<file path="src/rtl/seq_mon_pkg.sv">
// Shared types and helpers for the seq_window_monitor temporal checker.
// Holds the per-channel FSM state, failure-cause encoding and counter arithmetic.
package seq_mon_pkg;

   typedef enum logic [1:0] {
      IDLE  = 2'd0,
      ANTE  = 2'd1,
      WAITB = 2'd2,
      CONS  = 2'd3
   } mon_state_e;

   typedef enum logic [1:0] {
      FC_NONE   = 2'b00,
      FC_NOB    = 2'b01,
      FC_CSHORT = 2'b10,
      FC_COVER  = 2'b11
   } fail_code_e;

   localparam int unsigned SAT_MAX_W = 32'd32;

   // Saturating add for counters of up to SAT_MAX_W bits; width selects the ceiling.
   function automatic logic [31:0] sat_add(input logic [31:0] acc,
                                           input logic [31:0] inc,
                                           input int unsigned width);
      logic [32:0] sum_v;
      logic [32:0] max_v;
      max_v = (33'd1 << width) - 33'd1;
      sum_v = {1'b0, acc} + {1'b0, inc};
      if (sum_v > max_v) begin
         return max_v[31:0];
      end else begin
         return sum_v[31:0];
      end
   endfunction

endpackage

</file>
<file path="src/rtl/seq_mon_chan.sv">
// One checker thread for a[*AMIN] |-> ##[DMIN:DMAX] b |=> c[*CMIN:CMAX].
// First-match, non-overlapping; verdicts are registered one-cycle pulses.
module seq_mon_chan
   import seq_mon_pkg::*;
#(
   parameter int unsigned AMIN     = 32'd1,
   parameter int unsigned DMIN     = 32'd1,
   parameter int unsigned DMAX     = 32'd3,
   parameter int unsigned CMIN     = 32'd1,
   parameter int unsigned CMAX     = 32'd2,
   parameter int unsigned STRICT_C = 32'd0
) (
   input  logic       clk,
   input  logic       rst,
   input  logic       en,
   input  logic       a,
   input  logic       b,
   input  logic       c,
   output logic       busy,
   output logic       pass,
   output logic       fail,
   output logic [1:0] fail_code
);

   localparam int unsigned RUN_W = $clog2(AMIN + 32'd1);
   localparam int unsigned DLY_W = $clog2(DMAX + 32'd1);
   localparam int unsigned CC_W  = $clog2(CMAX + 32'd2);

   localparam logic [RUN_W-1:0] AMIN_V    = RUN_W'(AMIN);
   localparam logic [DLY_W-1:0] DMIN_V    = DLY_W'(DMIN);
   localparam logic [DLY_W-1:0] DMAX_V    = DLY_W'(DMAX);
   localparam logic [CC_W-1:0]  CMIN_V    = CC_W'(CMIN);
   localparam logic [CC_W-1:0]  CMAX_P1_V = CC_W'(CMAX + 32'd1);
   localparam bit               AMIN_ONE  = (AMIN == 32'd1);
   localparam bit               STRICT    = (STRICT_C != 32'd0);

   mon_state_e       state_r, state_s;
   logic [RUN_W-1:0] run_r, run_s, run_inc_s;
   logic [DLY_W-1:0] dly_r, dly_s, dly_inc_s;
   logic [CC_W-1:0]  ccnt_r, ccnt_s, ccnt_inc_s;
   logic             busy_r, pass_r, fail_r, pass_s, fail_s;
   fail_code_e       code_r, code_s;

   // Next-state and verdict decode; any verdict or disable drops back to IDLE with cleared counters.
   always_comb begin
      state_s    = state_r;
      run_s      = run_r;
      dly_s      = dly_r;
      ccnt_s     = ccnt_r;
      pass_s     = 1'b0;
      fail_s     = 1'b0;
      code_s     = FC_NONE;
      run_inc_s  = run_r + RUN_W'(1);
      dly_inc_s  = dly_r + DLY_W'(1);
      ccnt_inc_s = ccnt_r + CC_W'(1);

      if (!en) begin
         state_s = IDLE;
         run_s   = {RUN_W{1'b0}};
         dly_s   = {DLY_W{1'b0}};
         ccnt_s  = {CC_W{1'b0}};
      end else begin
         case (state_r)
            IDLE: begin
               if (a && AMIN_ONE) begin
                  state_s = WAITB;
                  dly_s   = {DLY_W{1'b0}};
               end else if (a) begin
                  state_s = ANTE;
                  run_s   = RUN_W'(1);
               end else begin
                  state_s = IDLE;
               end
            end
            ANTE: begin
               if (!a) begin
                  state_s = IDLE;
                  run_s   = {RUN_W{1'b0}};
               end else if (run_inc_s == AMIN_V) begin
                  state_s = WAITB;
                  run_s   = {RUN_W{1'b0}};
                  dly_s   = {DLY_W{1'b0}};
               end else begin
                  run_s = run_inc_s;
               end
            end
            WAITB: begin
               // dly never passes DMAX, so the upper window bound is implied by the timeout below.
               if (b && (dly_inc_s >= DMIN_V)) begin
                  state_s = CONS;
                  dly_s   = {DLY_W{1'b0}};
                  ccnt_s  = {CC_W{1'b0}};
               end else if (dly_inc_s >= DMAX_V) begin
                  state_s = IDLE;
                  dly_s   = {DLY_W{1'b0}};
                  fail_s  = 1'b1;
                  code_s  = FC_NOB;
               end else begin
                  dly_s = dly_inc_s;
               end
            end
            CONS: begin
               if (c && !STRICT && (ccnt_inc_s == CMIN_V)) begin
                  state_s = IDLE;
                  ccnt_s  = {CC_W{1'b0}};
                  pass_s  = 1'b1;
               end else if (c && STRICT && (ccnt_inc_s == CMAX_P1_V)) begin
                  state_s = IDLE;
                  ccnt_s  = {CC_W{1'b0}};
                  fail_s  = 1'b1;
                  code_s  = FC_COVER;
               end else if (c) begin
                  ccnt_s = ccnt_inc_s;
               end else if (ccnt_r < CMIN_V) begin
                  state_s = IDLE;
                  ccnt_s  = {CC_W{1'b0}};
                  fail_s  = 1'b1;
                  code_s  = FC_CSHORT;
               end else begin
                  state_s = IDLE;
                  ccnt_s  = {CC_W{1'b0}};
                  pass_s  = 1'b1;
               end
            end
            default: begin
               state_s = IDLE;
               run_s   = {RUN_W{1'b0}};
               dly_s   = {DLY_W{1'b0}};
               ccnt_s  = {CC_W{1'b0}};
            end
         endcase
      end
   end

   // State, counters and registered outputs; busy reflects the state being entered.
   always_ff @(posedge clk or posedge rst) begin
      if (rst) begin
         state_r <= IDLE;
         run_r   <= {RUN_W{1'b0}};
         dly_r   <= {DLY_W{1'b0}};
         ccnt_r  <= {CC_W{1'b0}};
         busy_r  <= 1'b0;
         pass_r  <= 1'b0;
         fail_r  <= 1'b0;
         code_r  <= FC_NONE;
      end else begin
         state_r <= state_s;
         run_r   <= run_s;
         dly_r   <= dly_s;
         ccnt_r  <= ccnt_s;
         busy_r  <= (state_s != IDLE);
         pass_r  <= pass_s;
         fail_r  <= fail_s;
         code_r  <= code_s;
      end
   end

   assign busy      = busy_r;
   assign pass      = pass_r;
   assign fail      = fail_r;
   assign fail_code = code_r;

endmodule

</file>
<file path="src/rtl/seq_window_monitor.sv">
// Multi-channel run-time checker: NCH independent pattern threads plus
// shared saturating pass/fail event counters.
module seq_window_monitor
   import seq_mon_pkg::*;
#(
   parameter int unsigned NCH      = 32'd4,
   parameter int unsigned AMIN     = 32'd1,
   parameter int unsigned DMIN     = 32'd1,
   parameter int unsigned DMAX     = 32'd3,
   parameter int unsigned CMIN     = 32'd1,
   parameter int unsigned CMAX     = 32'd2,
   parameter int unsigned STRICT_C = 32'd0,
   parameter int unsigned CNT_W    = 32'd16
) (
   input  logic               clk,
   input  logic               rst,
   input  logic               en,
   input  logic               clr_cnt,
   input  logic [NCH-1:0]     a,
   input  logic [NCH-1:0]     b,
   input  logic [NCH-1:0]     c,
   output logic [NCH-1:0]     busy,
   output logic [NCH-1:0]     pass,
   output logic [NCH-1:0]     fail,
   output logic [2*NCH-1:0]   fail_code,
   output logic [CNT_W-1:0]   pass_cnt,
   output logic [CNT_W-1:0]   fail_cnt
);

   localparam int unsigned POP_W = $clog2(NCH + 32'd1);

   if ((NCH < 32'd1) || (AMIN < 32'd1) || (DMIN < 32'd1) || (DMAX < DMIN) ||
       (CMIN < 32'd1) || (CMAX < CMIN) || (STRICT_C > 32'd1) ||
       (CNT_W < 32'd1) || (CNT_W > SAT_MAX_W)) begin : g_bad_param
      $error("seq_window_monitor: illegal parameter relation");
   end

   logic [NCH-1:0]   busy_s, pass_s, fail_s;
   logic [2*NCH-1:0] code_s;
   logic [POP_W-1:0] pass_pop_s, fail_pop_s;
   logic [CNT_W-1:0] pass_cnt_r, fail_cnt_r;

   for (genvar g = 32'd0; g < NCH; g = g + 32'd1) begin : g_chan
      seq_mon_chan #(
         .AMIN     (AMIN),
         .DMIN     (DMIN),
         .DMAX     (DMAX),
         .CMIN     (CMIN),
         .CMAX     (CMAX),
         .STRICT_C (STRICT_C)
      ) u_chan (
         .clk       (clk),
         .rst       (rst),
         .en        (en),
         .a         (a[g]),
         .b         (b[g]),
         .c         (c[g]),
         .busy      (busy_s[g]),
         .pass      (pass_s[g]),
         .fail      (fail_s[g]),
         .fail_code (code_s[2*g +: 2])
      );
   end

   // Count this cycle's registered verdict pulses across all channels.
   always_comb begin
      pass_pop_s = {POP_W{1'b0}};
      fail_pop_s = {POP_W{1'b0}};
      for (int unsigned i = 32'd0; i < NCH; i++) begin
         pass_pop_s = pass_pop_s + POP_W'(pass_s[i]);
         fail_pop_s = fail_pop_s + POP_W'(fail_s[i]);
      end
   end

   // Shared event counters; clear takes priority over a same-cycle increment.
   always_ff @(posedge clk or posedge rst) begin
      if (rst) begin
         pass_cnt_r <= {CNT_W{1'b0}};
         fail_cnt_r <= {CNT_W{1'b0}};
      end else if (clr_cnt) begin
         pass_cnt_r <= {CNT_W{1'b0}};
         fail_cnt_r <= {CNT_W{1'b0}};
      end else begin
         pass_cnt_r <= CNT_W'(sat_add(32'(pass_cnt_r), 32'(pass_pop_s), CNT_W));
         fail_cnt_r <= CNT_W'(sat_add(32'(fail_cnt_r), 32'(fail_pop_s), CNT_W));
      end
   end

   assign busy      = busy_s;
   assign pass      = pass_s;
   assign fail      = fail_s;
   assign fail_code = code_s;
   assign pass_cnt  = pass_cnt_r;
   assign fail_cnt  = fail_cnt_r;

endmodule

</file>
<file path="config.mk">
export PLATFORM = sky130hd
export DESIGN_NAME = seq_window_monitor
export DESIGN_NICKNAME = d
export VERILOG_FILES = /design/src/rtl/seq_mon_pkg.sv /design/src/rtl/seq_mon_chan.sv /design/src/rtl/seq_window_monitor.sv
export SDC_FILE = /design/constraint.sdc
export NUM_CORES = 1
export LEC_CHECK = 0
export CORE_MARGIN = 4
export CORE_UTILIZATION = 35
export CTS_BUF_LIST = sky130_fd_sc_hd__clkbuf_8
export DETAILED_ROUTE_END_ITERATION = 8
export SLEW_MARGIN = 40
export SYNTH_ARGS = -nofsm -noshare
export SYNTH_HDL_FRONTEND = slang
export SYNTH_HIERARCHICAL = 1
export SYNTH_SLANG_ARGS = --single-unit
</file>
<file path="constraint.sdc">
create_clock -name clk -period 2.8 [get_ports clk]
set_input_delay 0.28 -clock clk [delete_from_list [all_inputs] [get_ports clk]]
set_output_delay 0.28 -clock clk [all_outputs]
set_load 0.1 [all_outputs]
</file>
### Word-level counts from Yosys, hierarchy flattened

Cells that the tools add are included.

| storage, ports and cells | value |
|---|---|
| logic and storage cells | 308 |
| register bits | 80 |
| input port bits | 16 |

| operators by class | value |
|---|---|
| equal/unequal tests | 44 |
| order comparisons | 14 |
| multiplexer cells | 172 |
| add/sub/neg operators | 20 |
| reductions and logical operators | 24 |

Operators by type and width:

| operator | number |
|---|---|
| 2-to-1 mux 2 bit | 92 |
| 2-to-1 mux 16 bit | 4 |
| 2-to-1 mux 1 bit | 56 |
| adder 16 x 3 -> 17 bit | 2 |
| > comparator 17 x 16 -> 1 bit (second input constant) | 2 |
| one-hot mux 2 bit (2 select lines) | 8 |
| one-hot mux 2 bit (4 select lines) | 4 |
| inequality test 3 x 2 -> 1 bit (second input constant) | 8 |
| inequality test 3 bit (second input constant) | 8 |
| one-hot mux 2 bit (3 select lines) | 4 |
| adder 2 x 1 -> 2 bit (second input constant) | 8 |
| == test 2 x 1 -> 1 bit (second input constant) | 8 |
| == test 2 bit (second input constant) | 8 |
| inequality test 4 x 1 -> 1 bit (second input constant) | 4 |
| AND reduction 4 bit | 4 |
| inequality test 3 x 1 -> 1 bit (second input constant) | 4 |
| >= comparator 2 x 1 -> 1 bit (second input constant) | 4 |
| >= comparator 2 bit (second input constant) | 4 |
| logical AND 1 bit | 8 |
| zero test 2 bit | 4 |
| < comparator 2 x 1 -> 1 bit (second input constant) | 4 |
| inequality test 2 x 1 -> 1 bit (second input constant) | 4 |
| one-hot mux 1 bit (2 select lines) | 4 |
| AND reduction 2 bit | 4 |
| 5 further kinds | 14 |

### Depth between registers and ports, before layout

Gate-level depths: netlist of the first run.

| depth | value |
|---|---|
| word-level depth | 7 |
| mapped depth | 10 |
| gate-level depth less buffers | 9 |

### Modules after synthesis

The synthesis of the first run kept the hierarchy.

By module, submodules not included:

| module | area an instance (µm²) | instances | cells each | seq. area each (µm²) |
|---|---|---|---|---|
| seq_window_monitor | 1791.7 | 1 | 176 | 800.8 |
| seq_mon_chan at g_chan[1].u_chan ... | 506.7 | 3 | 46 | 275.3 |
| seq_mon_chan at g_chan[0].u_chan | 535.5 | 1 | 46 | 275.3 |

### Least setup slack after synthesis of the first run

No wires, ideal clock.

| timing | value |
|---|---|
| path type | register to register |
| start point | register g_chan[1].u_chan.pass_r |
| end point | register pass_cnt_r[1], in the netlist pass_cnt[1] |
| stages on the path, launching flop included | 11 |
| data arrival time | 2973 ps |
| clock period less this slack | 3110 ps |
| buffers on the path | 2 |
| setup slack | -310 ps |
| data required time | 2664 ps |
| cell sequence | dfrtp_1 -> fa_1 -> inv_1 -> fa_1 -> inv_1 -> fa_1 -> and4_1 -> clkbuf_1 -> nand4_1 -> clkbuf_1 -> a21oi_1 |

| between the ends | value |
|---|---|
| cells in the longest elaborated chain, start to end | 7 |

RTL lines:

| item | RTL line | text |
|---|---|---|
| start, declared | seq_mon_chan.sv:41 | `logic busy_r, pass_r, fail_r, pass_s, fail_s;` |
| start signal, assigned | seq_mon_chan.sv:152 | `pass_r <= pass_s;` |
| adder 1 x 1 -> 2 bit (*) | seq_window_monitor.sv:70 | `pass_pop_s = pass_pop_s + POP_W'(pass_s[i]);` |
| adder 2 x 1 -> 3 bit (*) | seq_window_monitor.sv:70 |  |
| adder 3 x 1 -> 3 bit (*) | seq_window_monitor.sv:70 |  |
| adder 16 x 3 -> 17 bit (*) | seq_mon_pkg.sv:28 | `sum_v = {1'b0, acc} + {1'b0, inc};` |
| > comparator 17 x 16 -> 1 bit | seq_mon_pkg.sv:29 | `if (sum_v > max_v) begin` |
| 2-to-1 mux 16 bit (*) | seq_mon_pkg.sv:29 |  |
| 2-to-1 mux 16 bit (*) | seq_window_monitor.sv:80 | `end else if (clr_cnt) begin` |
| end signal, assigned | seq_window_monitor.sv:78 | `pass_cnt_r <= {CNT_W{1'b0}};` |
| end signal, assigned | seq_window_monitor.sv:81 | `pass_cnt_r <= {CNT_W{1'b0}};` |
| end signal, assigned | seq_window_monitor.sv:84 | `pass_cnt_r <= CNT_W'(sat_add(32'(pass_cnt_r), 32'(pass_pop_s), CNT_W));` |
| end, declared | seq_window_monitor.sv:41 | `logic [CNT_W-1:0] pass_cnt_r, fail_cnt_r;` |

Mark *: on every way between the ends. The rest lies on a longest branch, timed or not.
A chain may end at the register's enable or synchronous reset.

### Final worst setup path of the first run

| timing | value |
|---|---|
| start point | register g_chan[0].u_chan.pass_r |
| end point | register pass_cnt_r[7], in the netlist pass_cnt[7] |

| between the ends | value |
|---|---|
| cells in the longest elaborated chain, start to end | 7 |

RTL lines:

| item | RTL line |
|---|---|
| start, declared | seq_mon_chan.sv:41 |
| start signal, assigned | seq_mon_chan.sv:152 |
| adder 1 x 1 -> 2 bit (*) | seq_window_monitor.sv:70 |
| adder 2 x 1 -> 3 bit (*) | seq_window_monitor.sv:70 |
| adder 3 x 1 -> 3 bit (*) | seq_window_monitor.sv:70 |
| adder 16 x 3 -> 17 bit (*) | seq_mon_pkg.sv:28 |
| > comparator 17 x 16 -> 1 bit | seq_mon_pkg.sv:29 |
| 2-to-1 mux 16 bit (*) | seq_mon_pkg.sv:29 |
| 2-to-1 mux 16 bit (*) | seq_window_monitor.sv:80 |

Marks and branches as above.

==> results.md, run 1 <==
- Status: finished, final reports clean
- Reg clk slew, reported paths: approximately 80 ps
- Critical-path maximum fanout: 8
- CTS root buf: clkbuf_8
- Worst path max stage delay: between 500 and 600 ps
- Longest Clk Path Bufs: 2
- Crit end category: flip-flop
- Die width: 113 um
- Crit path launch type: flip-flop
- H-tree levels: 3
- Remaining DRCs: 0
- Pwr/cell area: about 440 nW/um^2
- MaxCap Viol Count: 0
- Sequential area share after synthesis: between 40% and 50%
- Delay-heaviest family, CP: adder cells
- Syn avg cell area: 10.7 sq um
- Syn nets: a little under 400
- Total number of vias: between 2000 and 3000
- CTS Buf Count: 9
- Routed Antenna Nets: 0
- Worst skew pair latency: ~350 ps
- N_diodes: 0
- VDD IR max: 259 uV
- Relative slew slack: 63.0%
- Drt pass-1 iters: 4
- CP most frequent cell: fa_1
- Top post-synthesis cells by count: 76 x dfrtp_1, 34 x inv_1, 27 x a21oi_1, 20 x nor2_1, 15 x xor2_1
- WP data required: around 3100 ps
- Synth async-reset ratio: between 90% and 100%
- # IOs: 68
- Routed WL: between 8 and 9 mm
- TNS Setup: 0 ps
- Initial Utilization: between 30% and 40%
- Area leader, netlist: dfrtp_1
- Placement row count: 38
- Area Overhead vs Synth: 23.9%
- 1st-iter DRT viols: 115
- Clock skew: about 10 ps
- Synth area leaders: dfrtp_1 49%, a21oi_1 3.5%, xor2_1 3.4%
- Tmin final: roughly 2600 ps
- CP cell instances: fa_1 -> inv_1 -> fa_1 -> inv_2 -> fa_2 -> and4_4 -> nand4_1 -> buf_6 -> o31a_1 -> a21oi_1
- GRT overflow: 0
- Routability cong.: around 0.78
- Most common cell in the netlist: dfrtp_1
- Top FF cell, synth: dfrtp_1
- Post-synth EDFFs: 0
- Post-synthesis cell count: between 300 and 400
- WP buf/inv: 3
- Clock Sinks: 76
- Dpl hpwl: 6.24 mm
- Worst-Margin Slew: around 550 ps
- Fmax: about 380 MHz
- Crit path DAT: about 2900 ps
- Ys Warns: 6
- Share of cells above drive strength 1: 25.1%
- Endpoints failing setup: 0
- Initial antenna violation count: 0
- Slew Viols, Final: 0
- Worst hold path type: primary input to async pin
- First-pass GRT wire length: 14.6 mm
- CP Class: flip-flop to flip-flop
- Crit-path slowest cell: fa_1
- Vias in the first global route: between 2000 and 3000
- Hold Slack: between 300 and 400 ps
- Avg WL per Cell: 14.6 um
- Tot GR Track Use: between 10% and 20%
- Period utilisation layout: between 90 and 100%
- Total Nets Final: approximately 470
- Netlist Area Pre-Place: around 3800 sq um
- Synth top area share: around half
- Vias per Instance: 5.10
- Die ar.: between 10000 and 15000 sq um
- Unique cell type count in the Yosys netlist: 63
- Die span in y: between 100 and 150 um
- Pleak: about 2.2 nW
- CTS tree: yes
- Maximum number of pins on one net before global-route repair: 33
- Final hold vios: 0
- Number of synthesized register bits: 76
- # port buffers: between 60 and 70
- Core area: 10800 sq um
==> worst register-to-register path: cells and delay by family, from the launching register on <==
family          cells  cell delay, ps
fa+ha+maj           3            1140
buf+inv             3             310
flops               1             490
simple gates        2             400
compound gates      2             230
==> routing by layer <==
metal | vias to the layer above | share of wire [%] | track usage (%)
li1 | 1449 | - | -
met1 | 1434 | 46 | 18.8
met2 | 78 | 46 | 21.3
met3 | 10 | 7.3 | 4.92
met4 | 0 | 1.3 | 4.41
met5 | - | 0 | 0
==> cell type report <==
cell class,count,area [sq um]
fillers,1029,6030
inverters,34,128
clock buffers,11,151
multi-input cells,240,1770
clock inverters,5,21.3
well taps,140,175
flip-flops and latches,76,1910
repair buffers,76,607
==> cell families after synthesis <==
logic type      count (synthesis)  synth area share [%]
compound gates                 92                  15.9
xor+xnor                       17                  3.87
fa+ha+maj                      16                  6.37
buf+inv                        44                  4.65
flops                          76                  49.4
mux                             3                 0.781
simple gates                  112                  19.0
==> sequential cells by signal, indices dropped and copies added, names as in the netlist <==
name / count
g_chan.u_chan/ccnt_r: 8
fail_cnt: 16
g_chan.u_chan/dly_r: 8
pass_cnt: 16
g_chan.u_chan/busy: 4
g_chan.u_chan/fail: 4
g_chan.u_chan/pass: 4
g_chan.u_chan/fail_code: 8
g_chan.u_chan/state_r: 8
==> metrics by stage <==
| stage | power [W] | instance area [sq um] | cells | worst slack (ps) | util [%] |
|---|---|---|---|---|---|
| 2_1_floorplan | 0.00130 | 3860 | 360 | 17.4 | - |
| 4_1_cts | 0.00213 | 4740 | 580 | 66.6 | 43.9 |
| 5_1_grt | 0.00219 | 4770 | 582 | -1.43 | 44.2 |
| 3_5_place_dp | 0.00137 | 4570 | 564 | 38.5 | 42.3 |
| 6_report | 0.00209 | 4770 | 582 | 156 | 44.2 |
| 3_3_place_gp | 0.00137 | 4570 | 564 | 89.7 | 42.4 |
==> path summary, 6_finish.rpt <==
check | from | endpoint | slack, ps | cells after the start
setup / recovery | g_chan[0].u_chan/pass | pass_cnt[7] | 160 | 10
hold / removal | rst | g_chan[3].u_chan/fail_code[1] | 370 | 2
setup reg to reg | g_chan[0].u_chan/pass | pass_cnt[7] | 160 | 10
hold reg to reg | fail_cnt[14] | fail_cnt[14] | 510 | 1
max in group asynchronous | rst | pass_cnt[4] | 2010 | 3
min in group clk | clr_cnt | pass_cnt[4] | 380 | 2
==> cells in the final DEF, fill, tap and decap left out, types with 6 or more instances in the layout <==
cell type,count
dfrtp_1,70
buf_4,60
inv_1,36
a21oi_1,27
nor2_1,20
xor2_1,15
clkdlybuf4s50_1,14
nand4_1,12
nand2_1,11
clkbuf_8,11
o21ai_1,11
nor2b_1,10
ha_1,10
nand3_1,6
o22ai_1,6
==> power by group <==
| part | leakage (nW) | internal, W | switching, W | total (W) |
|---|---|---|---|---|
| combinational | 1.02 | 0.0000624 | 0.000145 | 0.000208 |
| clock | 0.103 | 0.000358 | 0.000383 | 0.000741 |
| sequential | 1.04 | 0.00112 | 0.0000222 | 0.00114 |
| total | 2.16 | 0.00154 | 0.000551 | 0.00209 |
==> what timing repair did <==
item	4_1_cts	5_1_grt
setup buffers	0	2
pin swaps	0	1
hold buffers	0	0
setup endpoints to repair	1	6
gates resized for setup	1	4
Note: power is estimated with default switching activity, not from simulation.
==> run 2, diff against run 1 <==
Settings changed: CELL_PAD_IN_SITES_DETAIL_PLACEMENT set to 2, CELL_PAD_IN_SITES_GLOBAL_PLACEMENT set to 2, PLACE_DENSITY_LB_ADDON set to 0.1.
==> results.md, run 2 (synthesized netlist as in run 1, its figures left out) <==
- Initial antenna violation count: 0 (unchanged)
- Die span in y: 113 um (unchanged)
- # IOs: 68 (unchanged)
- Worst path max stage delay: 540 ps (about the same)
- Total Nets Final: 471 (+0.43%)
- Longest Clk Path Bufs: 2 (unchanged)
- Worst hold path type: primary input to async pin
- Vias per Instance: 5.30 (+3.8%)
- Final hold vios: 0 (unchanged)
- Avg WL per Cell: 17.9 um (+23%)
- Worst-Margin Slew: 813 ps (+260 ps)
- First-pass GRT wire length: 17.6 mm (+20%)
- TNS Setup: 0 ps (unchanged)
- Remaining DRCs: 0 (unchanged)
- Area Overhead vs Synth: 24.8%
- Share of cells above drive strength 1: 25.7% (+0.56 points)
- Worst skew pair latency: 350 ps (about the same)
- Critical-path maximum fanout: 7 (-1)
- Die ar.: 12700 sq um (unchanged)
- Clock skew: 5.55 ps (-4.85 ps)
- Commonest non-fill, non-tap cell in the layout: dfrtp_1
- WP data required: 3080 ps (about the same)
- Relative slew slack: 45.6% (-17 points)
- CP most frequent cell: fa_1
- Tot GR Track Use: 17.4% (+3.4 points)
- CP cell instances: fa_1 -> inv_1 -> fa_1 -> inv_1 -> fa_1 -> nand3_4 -> or3_1 -> a21oi_1
- Routed WL: 10.5 mm (+23%)
- Die width: 113 um (unchanged)
- N_diodes: 0 (unchanged)
- MaxCap Viol Count: 0 (unchanged)
- VDD IR max: 206 uV (-21%)
- Routed Antenna Nets: 0 (unchanged)
- Fmax: 381 MHz (+0.60%)
- 1st-iter DRT viols: 69 (-40%)
- CP Class: flip-flop to flip-flop
- GRT overflow: 0 (unchanged)
- Crit-path slowest cell: fa_1
- Initial Utilization: 35.6% (unchanged)
- Pwr/cell area: 448 nW/um^2 (+2.3%)
- Total number of vias: 3095 (+4.2%)
- Pleak: 2.17 nW (+0.53%)
- Routability cong.: 0.727 (-6.5%)
- RSZ-0062 raised after global routing: false
- Dpl hpwl: 7.90 mm (+27%)
- CTS tree: yes
- Crit end category: flip-flop
- CTS root buf: clkbuf_8
- Vias in the first global route: 3467 (+16%)
- M2 GR Usage: 30.1% (+8.7 points)
- Endpoints failing setup: 0 (unchanged)
- Drt pass-1 iters: 4 (unchanged)
- # port buffers: 67 (unchanged)
- Met3 Use GR: 3.85% (-1.1 points)
- Crit path launch type: flip-flop
- CTS Buf Count: 9 (unchanged)
- Crit path DAT: 2910 ps (about the same)
- Status: finished, final reports clean
- Power Total: 0.00215 W (+3.0%)
- H-tree levels: 3 (unchanged)
- Slew Viols, Final: 0 (unchanged)
- Tmin final: 2630 ps (-15.8 ps)
- Clock Sinks: 76 (unchanged)
- Reg clk slew, reported paths: 80 ps (about the same)
- Top Usage Layer GRT: met2
- Maximum number of pins on one net before global-route repair: 33 (unchanged)
- Core area: 10800 sq um (unchanged)
- M1 GR Usage: 20.8% (+2.0 points)
- Commonest non-fill, non-tap cells in the layout: 70 x dfrtp_1, 62 x buf_4, 36 x inv_1
- Period utilisation layout: 93.9% (-0.56 points)
- Placement row count: 38 (unchanged)
run 2: cell count changes in the layout (fill, tap and decap cells not counted), sizes merged:
| cell | delta |
|---|---|
| clkbuf | +1 |
| buf | +1 |
| clkdlybuf4s50 | +1 |
| clkinv | -1 |
run 2: final timing paths:
path / startpoint / endpoint / slack (ps) / cells past startpoint
worst max-delay path: g_chan[0].u_chan/fail / fail_cnt[1] / 170 / 8
worst min-delay path: rst / g_chan[2].u_chan/pass / 390 / 2
worst max register to register: g_chan[0].u_chan/fail / fail_cnt[1] / 170 / 8
worst min register to register: fail_cnt[14] / fail_cnt[14] / 520 / 1
max in group asynchronous: rst / fail_cnt[5] / 1990 / 3
min in group clk: fail_cnt[14] / fail_cnt[14] / 520 / 1
run 2: repair_timing:
action	4_1_cts	5_1_grt
hold buffers	0	0
endpoints found under the setup margin	0	13
buffers inserted	0	2
gates resized for setup	0	6
run 2: layout make-up:
cell class	instances	area [sq um]
sequential	76	1910
multi-input combinational	240	1780
timing repair buffer	78	627
clock buffer	12	165
inverter	34	128
tap	140	175
clock inverter	4	16.3
fill	1144	5990
run 2: worst max-delay path: cells and delay by family (launching register included):
kind / cells / cell delay, ps
and+or+nand+nor: 2 / 590
adders and majority gates: 3 / 1170
AOI/OAI and AO/OA: 1 / 220
buffers and inverters: 2 / 140
DFF: 1 / 430
run 2: through the flow:
step                area, sq um  worst slack [ps]  utilization [%]  hold WS, ps  cells
CTS                        4770              26.3             44.2          377    582
detailed placement         4590              61.5             42.5          513    566
floorplan                  3860              17.4                -          132    360
global placement           4590               208             42.5          497    566
finish                     4800               172             44.5          386    584
global route               4800              37.1             44.5          431    584
run 2: layer usage:
metal  vias to the layer above  routed length [um]
li1                       1451                   -
met1                      1581                4530
met2                        49                5260
met3                        14                 452
met4                         0                 203
met5                         -                   0
run 2: report_power, final:
part | internal [W] | switching (W)
Sequential | 0.00112 | 0.0000239
Combinational | 0.0000642 | 0.000151
Clock | 0.000385 | 0.000412
==> run 3, diff against run 2 <==
Settings changed: CTS_CLUSTER_SIZE set to 28.
==> results of run 3 <==
Final layout, timing and power as in run 2 (identical DEF).
